### config.mk
export PLATFORM = sky130hd
export DESIGN_NAME = reaction_timer_ctrl
export DESIGN_NICKNAME = d
export VERILOG_FILES = /design/src/rtl/reaction_pkg.sv /design/src/rtl/lfsr16.sv /design/src/rtl/reaction_timer_ctrl.sv
export SDC_FILE = /design/constraint.sdc
export NUM_CORES = 1
export LEC_CHECK = 0
export ABC_AREA = 1
export CAP_MARGIN = 30
export CORE_ASPECT_RATIO = 0.75
export CORE_UTILIZATION = 50
export DETAILED_ROUTE_END_ITERATION = 10
export GPL_ROUTABILITY_DRIVEN = 0
export PLACE_DENSITY_LB_ADDON = 0.2
export SLEW_MARGIN = 20
export SYNTH_ARGS = -nofsm -noshare
export SYNTH_HDL_FRONTEND = slang
export SYNTH_HIERARCHICAL = 1
export SYNTH_SLANG_ARGS = --single-unit
### constraint.sdc
create_clock -name Clk -period 2.4 [get_ports Clk]
set_input_delay 0.48 -clock Clk [delete_from_list [all_inputs] [get_ports Clk]]
set_output_delay 0.48 -clock Clk [all_outputs]
set_load 0.05 [all_outputs]
### src/rtl/reaction_pkg.sv
// Shared state encoding, widths and constants for the reaction-timer game controller.
// Pure declarations: no latency, no flow control.
package reaction_pkg;

   typedef enum logic [2:0] {
      IDLE,
      DELAY,
      LIT,
      REQ,
      ACK_LO
   } state_t;

   localparam int          TICKS_PER_MS_DEF = 50000;
   localparam int          MS_W             = 10;
   localparam logic [7:0]  LEDS_OFF         = 8'h00;
   localparam logic [7:0]  LEDS_ON          = 8'hFF;
   localparam logic [15:0] LFSR_SEED        = 16'hACE1;
   localparam logic [15:0] LFSR_TAPS        = 16'hB400;

   // Right-shifting Galois step for x^16 + x^14 + x^13 + x^11 + 1.
   function automatic logic [15:0] lfsr_next(input logic [15:0] cur);
      return {1'b0, cur[15:1]} ^ (cur[0] ? LFSR_TAPS : 16'h0000);
   endfunction

endpackage

### src/rtl/lfsr16.sv
// Free-running 16-bit maximal-length Galois LFSR; advances every cycle, never reaches zero.
// One-cycle register latency, no backpressure.
module lfsr16
   import reaction_pkg::*;
(
   input  logic        Clk,
   input  logic        Rst,
   output logic [15:0] lfsr
);

   always_ff @(posedge Clk or negedge Rst) begin
      if (!Rst) lfsr <= LFSR_SEED;
      else      lfsr <= lfsr_next(lfsr);
   end

endmodule

### src/rtl/reaction_timer_ctrl.sv
// Reaction game controller: random delay, LED stimulus, ms reaction timing, four-phase LCD request.
// React edge -> LCDUpdate in 2 cycles; each message is held until LCDAck completes the handshake.
module reaction_timer_ctrl
   import reaction_pkg::*;
#(
   parameter int TICKS_PER_MS = TICKS_PER_MS_DEF,
   parameter int MAX_MS       = 1000,
   parameter int DELAY_MIN_MS = 1000,
   parameter int DELAY_BITS   = 10
) (
   input  logic            Clk,
   input  logic            Rst,
   input  logic            Start,
   input  logic            React,
   output logic [7:0]      LEDs,
   output logic            Cheat,
   output logic            Slow,
   output logic            Wait,
   output logic [MS_W-1:0] ReactionTime,
   output logic            LCDUpdate,
   input  logic            LCDAck
);

   localparam int DLY_W  = $clog2(DELAY_MIN_MS + (1 << DELAY_BITS));
   localparam int CNT_W  = (DLY_W > MS_W) ? DLY_W : MS_W;
   localparam int TICK_W = (TICKS_PER_MS > 1) ? $clog2(TICKS_PER_MS) : 1;

   localparam logic [TICK_W-1:0] TICK_LAST = TICK_W'(TICKS_PER_MS - 1);
   localparam logic [CNT_W-1:0]  MS_LIMIT  = CNT_W'(MAX_MS);
   localparam logic [MS_W-1:0]   RT_SAT    = MS_W'(MAX_MS - 1);

   state_t            state;
   logic [TICK_W-1:0] tick_cnt;
   logic [CNT_W-1:0]  ms_cnt;
   logic [CNT_W-1:0]  delay_ms;
   logic [MS_W-1:0]   rt_now;
   logic [15:0]       lfsr;
   logic              lfsr_unused;
   logic              start_prev, react_prev;
   logic              start_edge, react_edge;

   lfsr16 u_lfsr (
      .Clk  (Clk),
      .Rst  (Rst),
      .lfsr (lfsr)
   );

   assign lfsr_unused = ^lfsr[15:DELAY_BITS];

   // Previous values reset high so a button held through reset never counts as a press.
   always_ff @(posedge Clk or negedge Rst) begin
      if (!Rst) begin
         start_prev <= 1'b1;
         react_prev <= 1'b1;
         start_edge <= 1'b0;
         react_edge <= 1'b0;
      end else begin
         start_prev <= Start;
         react_prev <= React;
         start_edge <= Start & ~start_prev;
         react_edge <= React & ~react_prev;
      end
   end

   always_comb begin
      rt_now = ms_cnt[MS_W-1:0];
      if (ms_cnt >= MS_LIMIT) rt_now = RT_SAT;
   end

   always_ff @(posedge Clk or negedge Rst) begin
      if (!Rst) begin
         state        <= IDLE;
         tick_cnt     <= '0;
         ms_cnt       <= '0;
         delay_ms     <= '0;
         LEDs         <= LEDS_OFF;
         Cheat        <= 1'b0;
         Slow         <= 1'b0;
         Wait         <= 1'b0;
         ReactionTime <= '0;
         LCDUpdate    <= 1'b0;
      end else begin
         // Free-running ms timebase; every state transition below restarts it from zero.
         if (tick_cnt == TICK_LAST) begin
            tick_cnt <= '0;
            if (ms_cnt != '1) ms_cnt <= ms_cnt + CNT_W'(1);
         end else begin
            tick_cnt <= tick_cnt + TICK_W'(1);
         end

         case (state)
            IDLE: if (start_edge) begin
               delay_ms     <= CNT_W'(DELAY_MIN_MS) + CNT_W'(lfsr[DELAY_BITS-1:0]);
               Cheat        <= 1'b0;
               Slow         <= 1'b0;
               Wait         <= 1'b1;
               ReactionTime <= '0;
               LCDUpdate    <= 1'b1;
               state        <= REQ;
               tick_cnt     <= '0;
               ms_cnt       <= '0;
            end
            DELAY: if (react_edge) begin
               Cheat        <= 1'b1;
               Slow         <= 1'b0;
               Wait         <= 1'b0;
               ReactionTime <= '0;
               LCDUpdate    <= 1'b1;
               state        <= REQ;
               tick_cnt     <= '0;
               ms_cnt       <= '0;
            end else if (ms_cnt == delay_ms) begin
               LEDs     <= LEDS_ON;
               state    <= LIT;
               tick_cnt <= '0;
               ms_cnt   <= '0;
            end
            LIT: if (react_edge || ms_cnt >= MS_LIMIT) begin
               Cheat        <= 1'b0;
               Slow         <= !react_edge;
               Wait         <= 1'b0;
               ReactionTime <= react_edge ? rt_now : RT_SAT;
               LCDUpdate    <= 1'b1;
               state        <= REQ;
               tick_cnt     <= '0;
               ms_cnt       <= '0;
            end
            REQ: if (LCDAck) begin
               LCDUpdate <= 1'b0;
               state     <= ACK_LO;
               tick_cnt  <= '0;
               ms_cnt    <= '0;
            end
            ACK_LO: if (!LCDAck) begin
               tick_cnt <= '0;
               ms_cnt   <= '0;
               if (Wait) begin
                  state <= DELAY;
               end else begin
                  LEDs  <= LEDS_OFF;
                  state <= IDLE;
               end
            end
            default: state <= IDLE;
         endcase
      end
   end

endmodule
==> results of run 1 <==
[through the flow]
| stage | util (%) | worst slack, ns |
|---|---|---|
| after global placement | 55.7 | 0.525 |
| after CTS | 58.8 | 0.216 |
| after detailed placement | 55.7 | 0.498 |
| after global routing | 58.8 | 0.168 |
| final | 58.8 | 0.247 |
| after floorplan | - | 0.906 |
[per-layer routing]
metal  vias to the layer above  track usage [%]
li1                       1500                -
met1                      1291             30.8
met2                        42             26.9
met3                         8             5.68
met4                         0             5.92
met5                         -                0
[cell type report]
class	instances	share of cell area, %
sequential	76	44.2
multi-input combinational	298	33.9
inverter	83	7.23
timing repair buffer	28	6.59
tap	101	2.92
clock buffer	9	2.86
clock inverter	7	2.31
[kinds of logic after synthesis]
logic type / Yosys count
fa+ha+maj: 4
buf+inv: 99
simple gates: 228
flops: 76
xor+xnor: 18
compound gates: 48
[layout by cell type, fill, tap and decap left out, types with 10 or more instances in the layout]
master	instances
nand2_1	141
inv_1	79
dfrtp_1	66
nor2_1	34
o21ai_0	26
clkdlybuf4s50_1	25
nand3_1	21
nor3_1	12
dfstp_2	10
[synth_stat cells, drive strengths merged]
cell type	count
a21boi	1
a21oi	4
a22oi	1
a2bb2oi	1
a31oi	1
buf	15
clkbuf	1
clkinv	1
dfrtp	66
dfstp	10
ha	4
inv	82
nand2	143
nand3	23
nand4	8
nor2	38
nor3	12
nor3b	3
o21a	2
o21ai	34
o21bai	1
o31ai	3
or2	1
xnor2	9
xor2	9
[state kept, by name, indices dropped and copies added (netlist names)]
signal	flops
tick_cnt	16
react_edge	1
start_edge	1
Wait	1
LEDs	1
LCDUpdate	1
delay_ms	11
state	3
Slow	1
Cheat	1
ms_cnt	11
start_prev	1
ReactionTime	10
react_prev	1
u_lfsr/lfsr	16
[report_power, final]
part | total (W) | leakage [nW] | internal, W | switching (W)
sequential | 0.00161 | 0.989 | 0.00147 | 0.000144
clock | 0.00108 | 0.102 | 0.000590 | 0.000491
combinational | 0.00166 | 1.23 | 0.000504 | 0.00115
total | 0.00435 | 2.32 | 0.00256 | 0.00179
[worst max-delay path by stage]
stage | startpoint | end | slack (ns) | cells after the start
6_report | LEDs[6] | LEDs[7] | 0.25 | 1
5_1_grt | LEDs[6] | LEDs[7] | 0.17 | 1
4_1_cts | LEDs[6] | LEDs[7] | 0.22 | 1
3_3_place_gp | LCDAck | tick_cnt[12] | 0.53 | 7
2_1_floorplan | LEDs[6] | LEDs[1] | 0.91 | 1
3_5_place_dp | LCDAck | tick_cnt[0] | 0.50 | 7
==> summary.md, run 1 <==
| Metric | Value |
|---|---|
| Hold Worst Slack | `0.0233 ns` |
| Setup Crit Path Kind | `register to output pin` |
| Min Tclk post-route | `2.15 ns` |
| CTS tree | `yes` |
| Post-route cell area | `0.00433 mm²` |
| Num ports | `27` |
| Top-area cell type share of the netlist area | `43.2%` |
| Crit share post-route | `89.7%` |
| Critical Path Source Type | `register` |
| Area delta synth->final | `13.3%` |
| PortBufs | `26` |
| Crit path max-delay family | `buffers and inverters` |
| Post-synthesis cell count | `473` |
| Post-CTS Resized | `0` |
| Die Area | `0.00800 mm²` |
| GRT Total Usage | `20.0%` |
| Sequential fraction of the synthesis area | `50.1%` |
| Outcome | `completed` |
| Post-route DRC | `0` |
| Syn_area_per_cell | `8.08 µm²` |
| Yosys warnings | `6` |
| Non-filler cells, final | `602` |
| DR vias | `2841` |
| CTS Buffer Depth | `2` |
| Worst path required time | `1.92 ns` |
| Critical path arrival | `1.67 ns` |
| Hold-fix buffers, CTS | `0` |
| P_leak | `2.32 nW` |
| Compound-Gate Fraction of Synth Area | `7.63%` |
| Crit path cell chain | `clkdlybuf4s50_1` |
| Hold WC Path Type | `primary input to asynchronous set/reset pin` |
| Clk pin slew, worst setup/hold paths | `0.09 ns` |
| Max H-tree Level | `3` |
| Synth Area in Adders | `1.31%` |
| Post-Synth XOR/XNOR Area | `4.13%` |
| Seq. cell area | `0.00191 mm²` |
| Post-CTS Setup Bufs | `0` |
| Vias per std cell | `4.72` |
| Total chip power | `0.00435 W` |
| Chip height | `77.7 µm` |
| Yosys cell types | `34` |
| Pwr dens | `1000 mW/mm²` |
| Vias in the first global route | `2528` |
| Mux cell area share after synthesis | `0%` |
| DRT iter0 DRCs | `165` |
| GR Overflow Total | `0` |
| Hpwl dp | `5060 µm` |
| Relative slew slack | `66.4%` |
| Final setup violation count | `0` |
| Met3 Wirelength | `242 µm` |
| RR Endpoint | `ReactionTime[4]` |
| Root buf cell | `clkbuf_8` |
| Max layer used | `met4` |
| Critical Path End Type | `output pin` |
| CTS buffer count | `9` |
| MaxCap Viol Count | `0` |
| CTS Sinks | `76` |
| Peak per-stage delay on the critical path | `0.85 ns` |
| Final Slew Violations | `0` |
| Synth area leader | `dfrtp_1` |
| Die Width | `103 µm` |
| Met1 Routed Length | `3780 µm` |
| Final Hold Vio Count | `0` |
| Post-Syn Nets | `482` |
| Met2 routed WL | `2900 µm` |
| Filler cells | `685` |
| Post-route setup TNS | `0 ns` |
| Average wire per standard cell | `11.6 µm` |
| First-pass GRT wire length | `12000 µm` |
| Share of post-route cells with drive strength above 1 | `9.58%` |
| Maximum vdd ir drop | `0.000561 V` |
| Ant. Diodes | `0` |
| Worst-path maximum fanout | `9` |
| Buf+Inv Stages, Crit Path | `1` |
| Area contributors post-synth | `dfrtp_1 (43%), nand2_1 (14%), inv_1 (7.8%), dfstp_2 (6.9%), o21ai_0 (3.4%)` |
| Dpl cells | `586` |
| Worst Tran Pin Value | `0.502 ns` |
| RSZ-0062 raised after global routing | `no` |
| WL final | `7010 µm` |
| FP Rows | `27` |
| Final nets | `505` |
| Simple-Gate Fraction of Synth Area | `25.3%` |
| Multi-input gate area | `0.00147 mm²` |
| Largest net degree at the start of global routing | `53` |
| Main combinational cell family by area after synthesis | `simple AND/OR/NAND/NOR gates` |
| Final Skew | `0.0110 ns` |
| Initial antenna violation count | `0` |
| F_max | `0.465 GHz` |
| Worst reg2reg path depth | `9` |
| Synthesized area | `0.00382 mm²` |
| Worst skew pair latency | `0.36 ns` |
| Slowest CP cell | `clkdlybuf4s50_1` |
| Final ANT Viol Nets | `0` |
| Initial Utilization | `51.9%` |
| Reg2Reg Launch Point | `state[2]` |
| R2r setup slk | `0.52 ns` |
| First-pass iteration count of the detailed router | `5` |
| Core ar. | `0.00736 mm²` |
| Placed instance area | `0.00410 mm²` |
| Synthesized flop and latch total | `76` |
No activity file was read; power rests on OpenSTA's default activity.
==> run 2, diff against run 1 <==
==> constraint.sdc (replaced) <==
create_clock -name Clk -period 1.93 [get_ports Clk]
set_input_delay 0.386 -clock Clk [delete_from_list [all_inputs] [get_ports Clk]]
set_output_delay 0.386 -clock Clk [all_outputs]
set_load 0.05 [all_outputs]
==> run 2 against run 1 <==
Worst hold slack gained 0.34 ns. Highest routed layer unchanged. First-iteration DRC count grew 6.7%. Critical path type unchanged. Largest power group unchanged. Register-to-register slack lost 0.38 ns. Critical endpoint is now LCDUpdate. Global-route usage grew 0.75 points. Clock skew is essentially flat.
==> summary.md, run 2 (synthesized netlist as in run 1, its figures left out) <==
| Metric | Value |
|---|---|
| Most common cell after layout, fill and taps aside | `nand2_1` |
| Min Tclk post-route | `1.89 ns` |
| Die Area | `0.00800 mm²` |
| Slowest CP cell | `clkdlybuf4s50_1` |
| Crit path max-delay family | `buffers and inverters` |
| Vias per std cell | `4.79` |
| First-pass GRT wire length | `12600 µm` |
| Final worst slack | `0.0449 ns` |
| Hold WC Path Type | `register to register` |
| CTS Sinks | `76` |
| Critical Path Source Type | `register` |
| Most frequent cells in the layout | `nand2_1 (140), inv_1 (79), dfrtp_1 (65)` |
| Initial Utilization | `51.9%` |
| GR Overflow Total | `0` |
| Worst skew pair latency | `0.35 ns` |
| Final Hold Vio Count | `0` |
| Vias in the first global route | `2734` |
| Final nets | `513` |
| Setup Crit Path Kind | `register to output pin` |
| Max H-tree Level | `3` |
| Worst path required time | `1.54 ns` |
| Crit share post-route | `97.7%` |
| Multi-input gate area | `0.00149 mm²` |
| CTS Buffer Depth | `2` |
| F_max | `0.530 GHz` |
| Dpl ws | `0.0862 ns` |
| Core ar. | `0.00736 mm²` |
| Biggest regs | `tick_cnt: 16 flops, u_lfsr/lfsr: 16 flops` |
| DR vias | `2922` |
| Final ANT Viol Nets | `0` |
| WL final | `7560 µm` |
| Outcome | `completed` |
| Initial antenna violation count | `0` |
| Root buf cell | `clkbuf_8` |
| Largest net degree at the start of global routing | `34` |
| Worst Tran Pin Value | `0.514 ns` |
| Worst-path maximum fanout | `2` |
| Pwr dens | `1270 mW/mm²` |
| Final Skew | `0.0110 ns` |
| Share of post-route cells with drive strength above 1 | `13.0%` |
| Total chip power | `0.00561 W` |
| PortBufs | `26` |
| MaxCap Viol Count | `0` |
| Post-CTS Setup Bufs | `0` |
| Area delta synth->final | `15.8%` |
| Hpwl dp | `5410 µm` |
| RSZ-0062 raised after global routing | `yes` |
| Average wire per standard cell | `12.4 µm` |
| CTS buffer count | `9` |
| CTS tree | `yes` |
| Final Slew Violations | `0` |
| P_leak | `2.55 nW` |
| Num ports | `27` |
| GRT Total Usage | `20.7%` |
| Die Width | `103 µm` |
| FP Rows | `27` |
| Maximum vdd ir drop | `0.000684 V` |
| Crit path cell chain | `clkdlybuf4s50_1` |
| Filler cells | `674` |
| Relative slew slack | `65.7%` |
| Clk pin slew, worst setup/hold paths | `0.08 ns` |
| Chip height | `77.7 µm` |
| Critical path arrival | `1.50 ns` |
| Final setup violation count | `0` |
| Buf+Inv Stages, Crit Path | `1` |
| DRT iter0 DRCs | `176` |
| Post-route DRC | `0` |
| Ant. Diodes | `0` |
| Peak per-stage delay on the critical path | `0.80 ns` |
| Seq. cell area | `0.00192 mm²` |
| Critical Path End Type | `output pin` |
| First-pass iteration count of the detailed router | `4` |
==> run 2: what timing repair did <==
item,4_1_cts,5_1_grt
pin swaps,0,1
endpoints found under the hold margin,31,0
gates resized for setup,2,14
hold buffers,1,0
setup endpoints to repair,2,23
cloned,0,1
==> run 2: final cells by class <==
| cell class | count | area share [%] |
|---|---|---|
| clock inverters | 7 | 2.32 |
| inverters | 83 | 7.07 |
| well taps | 101 | 2.86 |
| multi-input cells | 299 | 33.6 |
| repair buffers | 35 | 8.03 |
| clock buffers | 9 | 2.80 |
| flip-flops and latches | 76 | 43.3 |
==> run 2: path summary, 6_finish.rpt <==
| kind | slack, ns | end | start | depth (start not counted) |
|---|---|---|---|---|
| setup / recovery | 0.04 | LCDUpdate | LCDUpdate | 1 |
| hold / removal | 0.37 | u_lfsr/lfsr[11] | u_lfsr/lfsr[12] | 0 |
| setup reg to reg | 0.14 | tick_cnt[1] | ms_cnt[5] | 10 |
| hold reg to reg | 0.37 | u_lfsr/lfsr[11] | u_lfsr/lfsr[12] | 0 |
| max in group asynchronous | 0.78 | react_prev | Rst | 3 |
| min in group asynchronous | 0.52 | ms_cnt[6] | Rst | 2 |
==> run 2: report_power, final <==
part | internal, W | total (W) | switching (W)
Clock | 0.000746 | 0.00137 | 0.000622
Combinational | 0.000696 | 0.00223 | 0.00153
Sequential | 0.00182 | 0.00201 | 0.000193
Total | 0.00326 | 0.00561 | 0.00235
==> run 2: routing by layer <==
metal  global-route usage (%)  wire (µm)  share of wire (%)
met5                        0          0                  0
met4                     6.06         78                1.0
met3                     5.41        388                5.1
met2                     29.9       3190                 42
met1                     30.5       3900                 52
==> run 2: through the flow <==
step	instances	setup TNS, ns	hold WS (ns)	area, µm²	utilization [%]
global route	610	-0.0190	0.374	4420	60.1
detailed placement	592	0	0.345	4140	56.2
floorplan	473	0	0.0904	3820	-
global placement	592	0	0.346	4140	56.2
finish	610	0	0.367	4420	60.1
CTS	609	0	0.371	4380	59.4
